<file path="src/rtl/beam_pkg.sv">
// rtl/beam_pkg.sv - shared state encoding, coordinate width and default scan grid
package beam_pkg;

   localparam int COORD_W = 16;

   typedef logic [COORD_W-1:0] coord_t;

   localparam int     DEF_NUM_X   = 8;
   localparam int     DEF_NUM_Z   = 32;
   localparam coord_t DEF_X_START = 16'h0000;
   localparam coord_t DEF_Z_START = 16'h0100;
   localparam coord_t DEF_X_STEP  = 16'h0010;
   localparam coord_t DEF_Z_STEP  = 16'h0008;
   localparam int     DEF_TIMEOUT = 1024;

   typedef enum logic [2:0] {
      S_IDLE,
      S_CLEAR,
      S_START,
      S_WAIT_RDY,
      S_EMIT,
      S_ADVANCE,
      S_FINISH
   } scan_state_t;

endpackage

</file>
<file path="src/rtl/beam_scan_ctrl_if.sv">
// rtl/beam_scan_ctrl_if.sv - datapath control and focal point handshake bundle
interface beam_scan_ctrl_if;
   import beam_pkg::*;

   logic   dc_clear;
   logic   dc_start;
   logic   dc_ready;
   coord_t x_f;
   coord_t z_f;
   logic   pt_valid;
   logic   pt_ready;
   logic   pt_last;

   modport master (
      output dc_clear, dc_start, x_f, z_f, pt_valid, pt_last,
      input  dc_ready, pt_ready
   );

   modport slave (
      input  dc_clear, dc_start, x_f, z_f, pt_valid, pt_last,
      output dc_ready, pt_ready
   );

endinterface

</file>
<file path="src/rtl/scan_coord_gen.sv">
// rtl/scan_coord_gen.sv - raster index counters and focal coordinate accumulators
module scan_coord_gen
   import beam_pkg::*;
#(
   parameter int     NUM_X   = DEF_NUM_X,
   parameter int     NUM_Z   = DEF_NUM_Z,
   parameter coord_t X_START = DEF_X_START,
   parameter coord_t Z_START = DEF_Z_START,
   parameter coord_t X_STEP  = DEF_X_STEP,
   parameter coord_t Z_STEP  = DEF_Z_STEP
) (
   input  logic   clk,
   input  logic   reset,
   input  logic   load,
   input  logic   advance,
   output coord_t x_f,
   output coord_t z_f,
   output logic   last_pt
);

   localparam int XW = (NUM_X > 1) ? $clog2(NUM_X) : 1;
   localparam int ZW = (NUM_Z > 1) ? $clog2(NUM_Z) : 1;
   localparam logic [XW-1:0] X_LAST = XW'(NUM_X - 1);
   localparam logic [ZW-1:0] Z_LAST = ZW'(NUM_Z - 1);

   logic [XW-1:0] x_idx;
   logic [ZW-1:0] z_idx;

   // Indices are tracked separately so coordinate wrap never disturbs raster position.
   assign last_pt = (x_idx == X_LAST) && (z_idx == Z_LAST);

   // Depth is the inner loop; a depth rollover steps the lateral column. Last point holds.
   always_ff @(posedge clk) begin
      if (reset || load) begin
         x_idx <= '0;
         z_idx <= '0;
         x_f   <= X_START;
         z_f   <= Z_START;
      end else if (advance && !last_pt) begin
         if (z_idx != Z_LAST) begin
            z_idx <= z_idx + ZW'(1);
            z_f   <= z_f + Z_STEP;
         end else begin
            z_idx <= '0;
            z_f   <= Z_START;
            x_idx <= x_idx + XW'(1);
            x_f   <= x_f + X_STEP;
         end
      end
   end

endmodule

</file>
<file path="src/rtl/beam_scan_ctrl.sv">
// rtl/beam_scan_ctrl.sv - full-frame focal point sequencer for the delay/focus datapath
module beam_scan_ctrl
   import beam_pkg::*;
#(
   parameter int     NUM_X   = DEF_NUM_X,
   parameter int     NUM_Z   = DEF_NUM_Z,
   parameter coord_t X_START = DEF_X_START,
   parameter coord_t Z_START = DEF_Z_START,
   parameter coord_t X_STEP  = DEF_X_STEP,
   parameter coord_t Z_STEP  = DEF_Z_STEP,
   parameter int     TIMEOUT = DEF_TIMEOUT
) (
   input  logic                clk,
   input  logic                reset,
   input  logic                scan_start,
   input  logic                scan_abort,
   beam_scan_ctrl_if.master    bus,
   output logic                busy,
   output logic                done,
   output logic                timeout_err,
   output logic [COORD_W-1:0]  point_count
);

   localparam int TW = $clog2(TIMEOUT + 1);

   scan_state_t   state;
   scan_state_t   state_nxt;
   logic [TW-1:0] wait_cnt;
   logic          clr_pulse_q;
   logic          load;
   logic          advance;
   logic          last_pt;
   logic          abort_hit;
   logic          tmo_hit;
   coord_t        x_cur;
   coord_t        z_cur;

   scan_coord_gen #(
      .NUM_X   (NUM_X),
      .NUM_Z   (NUM_Z),
      .X_START (X_START),
      .Z_START (Z_START),
      .X_STEP  (X_STEP),
      .Z_STEP  (Z_STEP)
   ) u_coord (
      .clk     (clk),
      .reset   (reset),
      .load    (load),
      .advance (advance),
      .x_f     (x_cur),
      .z_f     (z_cur),
      .last_pt (last_pt)
   );

   // Abort wins over everything; the timeout fires when the next count would hit TIMEOUT-1.
   assign abort_hit = scan_abort && (state != S_IDLE);
   assign tmo_hit   = (state == S_WAIT_RDY) && !bus.dc_ready &&
                      ((wait_cnt + TW'(1)) == TW'(TIMEOUT - 1));

   // Next-state decode with abort overriding any other transition.
   always_comb begin
      state_nxt = state;
      load      = 1'b0;
      advance   = 1'b0;
      case (state)
         S_IDLE: begin
            if (scan_start) begin
               load      = 1'b1;
               state_nxt = S_CLEAR;
            end
         end
         S_CLEAR:    state_nxt = S_START;
         S_START:    state_nxt = S_WAIT_RDY;
         S_WAIT_RDY: begin
            if (bus.dc_ready) begin
               state_nxt = S_EMIT;
            end else if (tmo_hit) begin
               state_nxt = S_IDLE;
            end
         end
         S_EMIT: begin
            if (bus.pt_ready) begin
               state_nxt = S_ADVANCE;
            end
         end
         S_ADVANCE: begin
            advance   = 1'b1;
            state_nxt = last_pt ? S_FINISH : S_CLEAR;
         end
         S_FINISH:   state_nxt = S_IDLE;
         default:    state_nxt = S_IDLE;
      endcase
      if (abort_hit) begin
         state_nxt = S_IDLE;
         advance   = 1'b0;
      end
   end

   // State register plus the trailing clear pulse after an abort or timeout.
   always_ff @(posedge clk) begin
      if (reset) begin
         state       <= S_IDLE;
         clr_pulse_q <= 1'b0;
      end else begin
         state       <= state_nxt;
         clr_pulse_q <= abort_hit || tmo_hit;
      end
   end

   // Ready-wait counter restarts on every datapath start.
   always_ff @(posedge clk) begin
      if (reset || state == S_START) begin
         wait_cnt <= '0;
      end else if (state == S_WAIT_RDY) begin
         wait_cnt <= wait_cnt + TW'(1);
      end
   end

   // Sticky timeout flag and per-frame point counter, both cleared by an accepted start.
   always_ff @(posedge clk) begin
      if (reset) begin
         timeout_err <= 1'b0;
         point_count <= '0;
      end else if (load) begin
         timeout_err <= 1'b0;
         point_count <= '0;
      end else begin
         if (tmo_hit && !abort_hit) begin
            timeout_err <= 1'b1;
         end
         if (advance) begin
            point_count <= point_count + COORD_W'(1);
         end
      end
   end

   assign bus.dc_clear = reset || (state == S_CLEAR) || (state == S_FINISH) || clr_pulse_q;
   assign bus.dc_start = (state == S_START);
   assign bus.pt_valid = (state == S_EMIT);
   assign bus.pt_last  = (state == S_EMIT) && last_pt;
   assign bus.x_f      = x_cur;
   assign bus.z_f      = z_cur;
   assign busy         = (state != S_IDLE);
   assign done         = (state == S_FINISH);

endmodule

</file>
<file path="src/flat_wrapper.sv">
// flat-port wrapper written by rule: the top's interface ports become plain ports
module beam_scan_ctrl_flat import beam_pkg::*;
#(
   parameter int     NUM_X   = DEF_NUM_X,
   parameter int     NUM_Z   = DEF_NUM_Z,
   parameter coord_t X_START = DEF_X_START,
   parameter coord_t Z_START = DEF_Z_START,
   parameter coord_t X_STEP  = DEF_X_STEP,
   parameter coord_t Z_STEP  = DEF_Z_STEP,
   parameter int     TIMEOUT = DEF_TIMEOUT
)
  (clk, reset, scan_start, scan_abort, busy, done, timeout_err, point_count, bus_dc_clear, bus_dc_start, bus_x_f, bus_z_f, bus_pt_valid, bus_pt_last, bus_dc_ready, bus_pt_ready);
  beam_scan_ctrl_if bus_i ();
  input  logic clk;
  input  logic reset;
  input  logic scan_start;
  input  logic scan_abort;
  output logic busy;
  output logic done;
  output logic timeout_err;
  output logic [COORD_W-1:0] point_count;
  output wire logic [$bits(bus_i.dc_clear)-1:0] bus_dc_clear;
  output wire logic [$bits(bus_i.dc_start)-1:0] bus_dc_start;
  output wire logic [$bits(bus_i.x_f)-1:0] bus_x_f;
  output wire logic [$bits(bus_i.z_f)-1:0] bus_z_f;
  output wire logic [$bits(bus_i.pt_valid)-1:0] bus_pt_valid;
  output wire logic [$bits(bus_i.pt_last)-1:0] bus_pt_last;
  input wire logic [$bits(bus_i.dc_ready)-1:0] bus_dc_ready;
  input wire logic [$bits(bus_i.pt_ready)-1:0] bus_pt_ready;
  assign bus_dc_clear = bus_i.dc_clear;
  assign bus_dc_start = bus_i.dc_start;
  assign bus_x_f = bus_i.x_f;
  assign bus_z_f = bus_i.z_f;
  assign bus_pt_valid = bus_i.pt_valid;
  assign bus_pt_last = bus_i.pt_last;
  assign bus_i.dc_ready = bus_dc_ready;
  assign bus_i.pt_ready = bus_pt_ready;
  beam_scan_ctrl #(.NUM_X(NUM_X), .NUM_Z(NUM_Z), .X_START(X_START), .Z_START(Z_START), .X_STEP(X_STEP), .Z_STEP(Z_STEP), .TIMEOUT(TIMEOUT)) u_core (.clk(clk), .reset(reset), .scan_start(scan_start), .scan_abort(scan_abort), .bus(bus_i), .busy(busy), .done(done), .timeout_err(timeout_err), .point_count(point_count));
endmodule
</file>
<file path="config.mk">
export PLATFORM = sky130hd
export DESIGN_NAME = beam_scan_ctrl_flat
export DESIGN_NICKNAME = d
export VERILOG_FILES = /design/src/rtl/beam_pkg.sv /design/src/rtl/beam_scan_ctrl_if.sv /design/src/rtl/scan_coord_gen.sv /design/src/rtl/beam_scan_ctrl.sv /design/src/flat_wrapper.sv
export SDC_FILE = /design/constraint.sdc
export NUM_CORES = 1
export LEC_CHECK = 0
export CAP_MARGIN = 20
export CORE_AREA = 5 5 82 84
export DETAILED_ROUTE_END_ITERATION = 7
export DIE_AREA = 0 0 87 89
export PLACE_DENSITY = 0.85
export RECOVER_POWER = 25
export SYNTH_ARGS = -nofsm -noshare
export SYNTH_HDL_FRONTEND = slang
export SYNTH_SLANG_ARGS = --single-unit
</file>
<file path="constraint.sdc">
create_clock -name clk -period 5.61 [get_ports clk]
set_input_delay 0.8415 -clock clk [delete_from_list [all_inputs] [get_ports clk]]
set_output_delay 0.8415 -clock clk [all_outputs]
set_load 0.01 [all_outputs]
</file>
Word-level counts from Yosys, hierarchy flattened --
Cells that the tools add are included. W data, S select, Z words.
Storage, ports and cells: register bits 72, input bits 6, output and inout bits 55, word-level logic and storage cells 63
Operators by class: add/subtract/negate cells 6, eq/ne operators 13, multiplexer cells 12, bitwise operators 1, reductions and logical operators 22
Operators with widths (count):
- $pmux W3 S6 | 1
- $add A16 B1 Y16 const B | 1
- $add A16 B4 Y16 const B | 1
- $add A16 B5 Y16 const B | 1
- $mux W16 | 1
- $mux W3 | 5
- $eq A3 B3 Y1 const B | 4
- $add A11 B1 Y11 const B | 1
- $eq A11 B10 Y1 const B | 1
- $logic_and A1 B1 Y1 | 7
- $eq A3 B2 Y1 const B | 2
- $logic_or A1 B1 Y1 | 6
- $add A5 B1 Y5 const B | 1
- $eq A5 B5 Y1 const B | 1
- $mux W5 | 1
- $ne A5 B5 Y1 const B | 1
- $mux W1 | 4
- $reduce_or A2 Y1 | 2
- $add A3 B1 Y3 const B | 1
- $eq A3 B1 Y1 const B | 1
- $logic_not A1 Y1 | 3
- $logic_not A3 Y1 | 1
- $ne A3 B2 Y1 const B | 1
- $reduce_and A3 Y1 | 1
- 5 further kinds | 5

Logic depth before layout (Yosys ltp) --
word-level depth 6, mapped depth 9, mapped depth without buffers 9

Modules after synthesis --
Synthesis repeated with hierarchy kept, for this count alone.
Second synthesis, totals: cell total of the unflattened synthesis 397, area, all modules 3442.1 um^2
Modules (own cells, without submodules):
- beam_scan_ctrl | times used 1, cells an instance 220, area an instance 1880.6 um^2, seq. area each 640.6 um^2
- scan_coord_gen | times used 1, cells an instance 177, area an instance 1561.5 um^2, seq. area each 660.6 um^2

Least setup slack after synthesis --
OpenSTA, ideal clock, no wires.
kind reg2out, from reg u_core.u_coord.z_idx[0], to out bus_pt_last, arrival 1.281 ns, path slack 3.488 ns, cell stages (with the launch flop) 6, path buffers 0, path through dfxtp_1 -> ha_1 -> and3_1 -> ha_1 -> nand2_1 -> nor2_1
Between the ends: cells in the longest elaborated chain, start to end 3
Ends and longest elaborated chain:
- from (decl) | line scan_coord_gen.sv:27 | logic [ZW-1:0] z_idx;
- from (signal assigned) | line scan_coord_gen.sv:41 | z_idx <= z_idx + ZW'(1);
- $eq A5 B5 Y1 | line scan_coord_gen.sv:30 | assign last_pt = (x_idx == X_LAST) && (z_idx == Z_LAST);
- $logic_and A1 B1 Y1 | line scan_coord_gen.sv:30
- $logic_and A1 B1 Y1 | line beam_scan_ctrl.sv:140 | assign bus.pt_last = (state == S_EMIT) && last_pt;
- to (decl) | line flat_wrapper.sv:27 | output wire logic [$bits(bus_i.pt_last)-1:0] bus_pt_last;
Every way passes these cells.

Worst setup path after layout --
from in reset, to out bus_dc_clear
Between the ends: cells in the longest elaborated chain, start to end 3
Ends and longest elaborated chain:
- from (decl) | line flat_wrapper.sv:15 | input logic reset;
- $logic_or A1 B1 Y1 (3 in series) | line beam_scan_ctrl.sv:137 | assign bus.dc_clear = reset || (state == S_CLEAR) || (state == S_FINISH) || clr_pulse_q;
- to (decl) | line flat_wrapper.sv:22 | output wire logic [$bits(bus_i.dc_clear)-1:0] bus_dc_clear;
Every way passes these cells.

==> results.json <==
{
  "combPwrFrac_pct": 9.6,
  "syn_area_mm2": 0.00317,
  "die_x_um": 87,
  "rows": 28,
  "ys.flop_type": "dfxtp_1",
  "p_int_w": 0.000651,
  "globalplace.congestion": 0.912,
  "status": "finished clean",
  "hold_viol": 0,
  "netlist_instances": 379,
  "drive_gt1_share_pct": 5.76,
  "p_per_area_mw_per_mm2": 228,
  "synth_area_leaders": "dfxtp_1 (41%), xor2_1 (8.3%), nor2_1 (7.6%)",
  "p_seq_share_pct": 54.2,
  "drc_errors": 0,
  "finalPower_w": 0.000883,
  "rsz0062_at_grt": "no",
  "critical_path_buf_inv_count": 2,
  "grt_usage_pct": 18.1,
  "cts_sinks": 65,
  "cp_slowest_stage_delay_ps": 770,
  "critPathLaunchType": "primary input",
  "wl_per_cell_um": 13.3,
  "path_class": "in2out",
  "grt_pass1_wl_um": 11400,
  "clock_insertion_delay_worst_skew_ps": 320,
  "drv_slew": 0,
  "synth_warnings": 0,
  "cts-root-buf": "clkbuf_8",
  "via_count": 2738,
  "vias_per_cell": 5.38,
  "wl_um": 6790,
  "firstDrtPassIters": 4,
  "antenna_left": 0,
  "dpl.hpwl_um": 4820,
  "leakage_nw": 1.50,
  "cts_hold_buffers": 0,
  "synth_top_area_share_pct": 41.0,
  "avgSynthCellArea_um2": 8.37,
  "tritoncts": "done",
  "grt_pass1_vias": 2603,
  "io_buffers": 53,
  "core_mm2": 0.00585,
  "relSlewSlack_pct": 45.6,
  "postCtsSetupRepairBufs": 0,
  "htreeDepth": 3,
  "die_height_um": 89,
  "period_needed_ps": 3410,
  "min_path_type": "reg2reg",
  "yosysTopAreaCell": "dfxtp_1",
  "cts_buffers": 9,
  "path_cells": "dlygate4sd3_1, a2111o_1, clkdlybuf4s50_1",
  "antenna_found_initial": 0,
  "yosysMostFrequentCell": "dfxtp_1",
  "switchingPower_w": 0.000233,
  "start_util_pct": 54.2,
  "synth_common_cells": "dfxtp_1 (65), nor2_1 (64), nand2_1 (49)",
  "peakVddDrop_uv": 151,
  "grt_max_degree": 38,
  "top_level_ports": 61,
  "clk_pin_slew_ps": 70,
  "tightestPinTransition_ps": 814,
  "crit_slowest_cell": "dlygate4sd3_1",
  "fillers": 487,
  "finClkSkew_ps": 5.62,
  "clock.fmax_ghz": 0.294,
  "cpLargestDelayFamily": "buffers and inverters",
  "sw_frac_of_total_pct": 26.3,
  "cp_data_arrival_time_ps": 2560,
  "fin_crit_sh_pct": 60.7,
  "worst_setup_path_end_kind": "output port",
  "synth-edff-count": 0,
  "setup_viol": 0,
  "area_growth_pct": 21.9,
  "dieArea_mm2": 0.00774,
  "async_reset_ff_share_pct": 0,
  "fin_nets": 446,
  "pwr-share-clk_pct": 36.2,
  "grt_overflow_total": 0,
  "cp.required_ps": 4770,
  "drt_iter0_drc": 153,
  "setup_tns_ps": 0,
  "ys_seq_elements": 65,
  "yosysSeqAreaShare_pct": 41.0,
  "ctsResizeCount": 0,
  "drv_cap": 0,
  "max-clock-path-buffers": 2,
  "crit_fanout": 16,
  "netlist-cell-type-count": 48,
  "num_antenna_cells": 0
}
[cells by family (layout without fill, tap and decap cells)]
logic type / after synthesis / count (layout) / synth area share (%)
AOI/OAI and AO/OA: 48 / 48 / 9.79
xor gates and xnor gates: 40 / 40 / 11.0
and+or+nand+nor: 191 / 191 / 30.2
DFF: 65 / 65 / 41.0
muxes: 1 / 1 / 0.355
buffers and inverters: 24 / 73 / 3.95
other: 1 / 7 / 0.118
adders and majority gates: 9 / 9 / 3.55
[power by group through the flow]
| stage | registers (W) | clock network, W | logic [W] |
|---|---|---|---|
| after floorplan | 0.000480 | 0 | 0.0000710 |
| after global placement | 0.000489 | 0 | 0.0000826 |
| after detailed placement | 0.000489 | 0 | 0.0000846 |
| after CTS | 0.000479 | 0.000325 | 0.0000850 |
| after global routing | 0.000481 | 0.000344 | 0.0000933 |
| final | 0.000479 | 0.000319 | 0.0000847 |
[worst reg2reg max path: cells and delay by family (launching register included)]
| family | cells | cell delay [ps] |
|---|---|---|
| and+or+nand+nor | 3 | 1230 |
| AOI/OAI and AO/OA | 1 | 680 |
| DFF | 1 | 520 |
[cells in the final DEF (no fill, tap or decap), drive strengths merged, types with 2 or more instances in the layout]
| master | instances |
|---|---|
| inv | 6 |
| or3 | 8 |
| o21ai | 6 |
| nand3 | 22 |
| xnor2 | 10 |
| nor3 | 10 |
| nand2 | 49 |
| clkbuf | 10 |
| a21o | 3 |
| a31oi | 2 |
| a22oi | 3 |
| conb | 7 |
| and3 | 7 |
| nand4 | 9 |
| dfxtp | 65 |
| and4 | 2 |
| dlygate4sd3 | 14 |
| nor2 | 64 |
| xor2 | 30 |
| a211oi | 2 |
| nor2b | 2 |
| nor3b | 2 |
| clkinv | 3 |
| ha | 9 |
| clkdlybuf4s50 | 39 |
| nand2b | 6 |
| a21oi | 24 |
| or3b | 2 |
| and2 | 3 |
| nand3b | 2 |
[flip-flops by register name, summed over array words and instances (netlist names)]
name                  flops
u_core.timeout_err        1
u_core.u_coord.z_f       13
u_core.u_coord.x_idx      3
u_core.wait_cnt          11
u_core.clr_pulse_q        1
u_core.state              3
u_core.u_coord.z_idx      5
u_core.point_count       16
u_core.u_coord.x_f       12
[worst paths after layout]
| path | to | cells after the start | slack, ps | from |
|---|---|---|---|---|
| max | bus_dc_clear | 3 | 2200 | reset |
| min | u_core.u_coord.x_idx[1] | 2 | 470 | u_core.u_coord.x_idx[1] |
| max reg2reg | u_core.u_coord.z_f[9] | 4 | 3050 | u_core.state[0] |
| min reg2reg | u_core.u_coord.x_idx[1] | 2 | 470 | u_core.u_coord.x_idx[1] |
[layer usage]
layer  GRT usage, %  wire, um
met5              0         0
met1           22.6      3090
met3           2.49       292
met4           7.51        52
met2           31.5      3350
[cell type report]
class	count	area, um2	area share, %
Inverter	6	22.5	0.583
Tap cell	75	93.8	2.43
Clock buffer	10	128	3.30
Sequential cell	65	1300	33.7
Multi-Input combinational cell	296	1770	45.7
Clock inverter	4	22.5	0.583
Timing Repair Buffer	53	531	13.7
[per-stage QoR]
step | area (um2) | hold WS [ps] | worst slack (ps) | utilization [%] | cells
after floorplan | 3190 | 440 | 3490 | - | 385
after global placement | 3710 | 446 | 2280 | 63.5 | 495
after detailed placement | 3710 | 453 | 2220 | 63.5 | 495
after CTS | 3860 | 461 | 2210 | 66.1 | 509
after global routing | 3860 | 502 | 2190 | 66.1 | 509
final | 3860 | 466 | 2200 | 66.1 | 509
(Power assumes the default switching activity.)
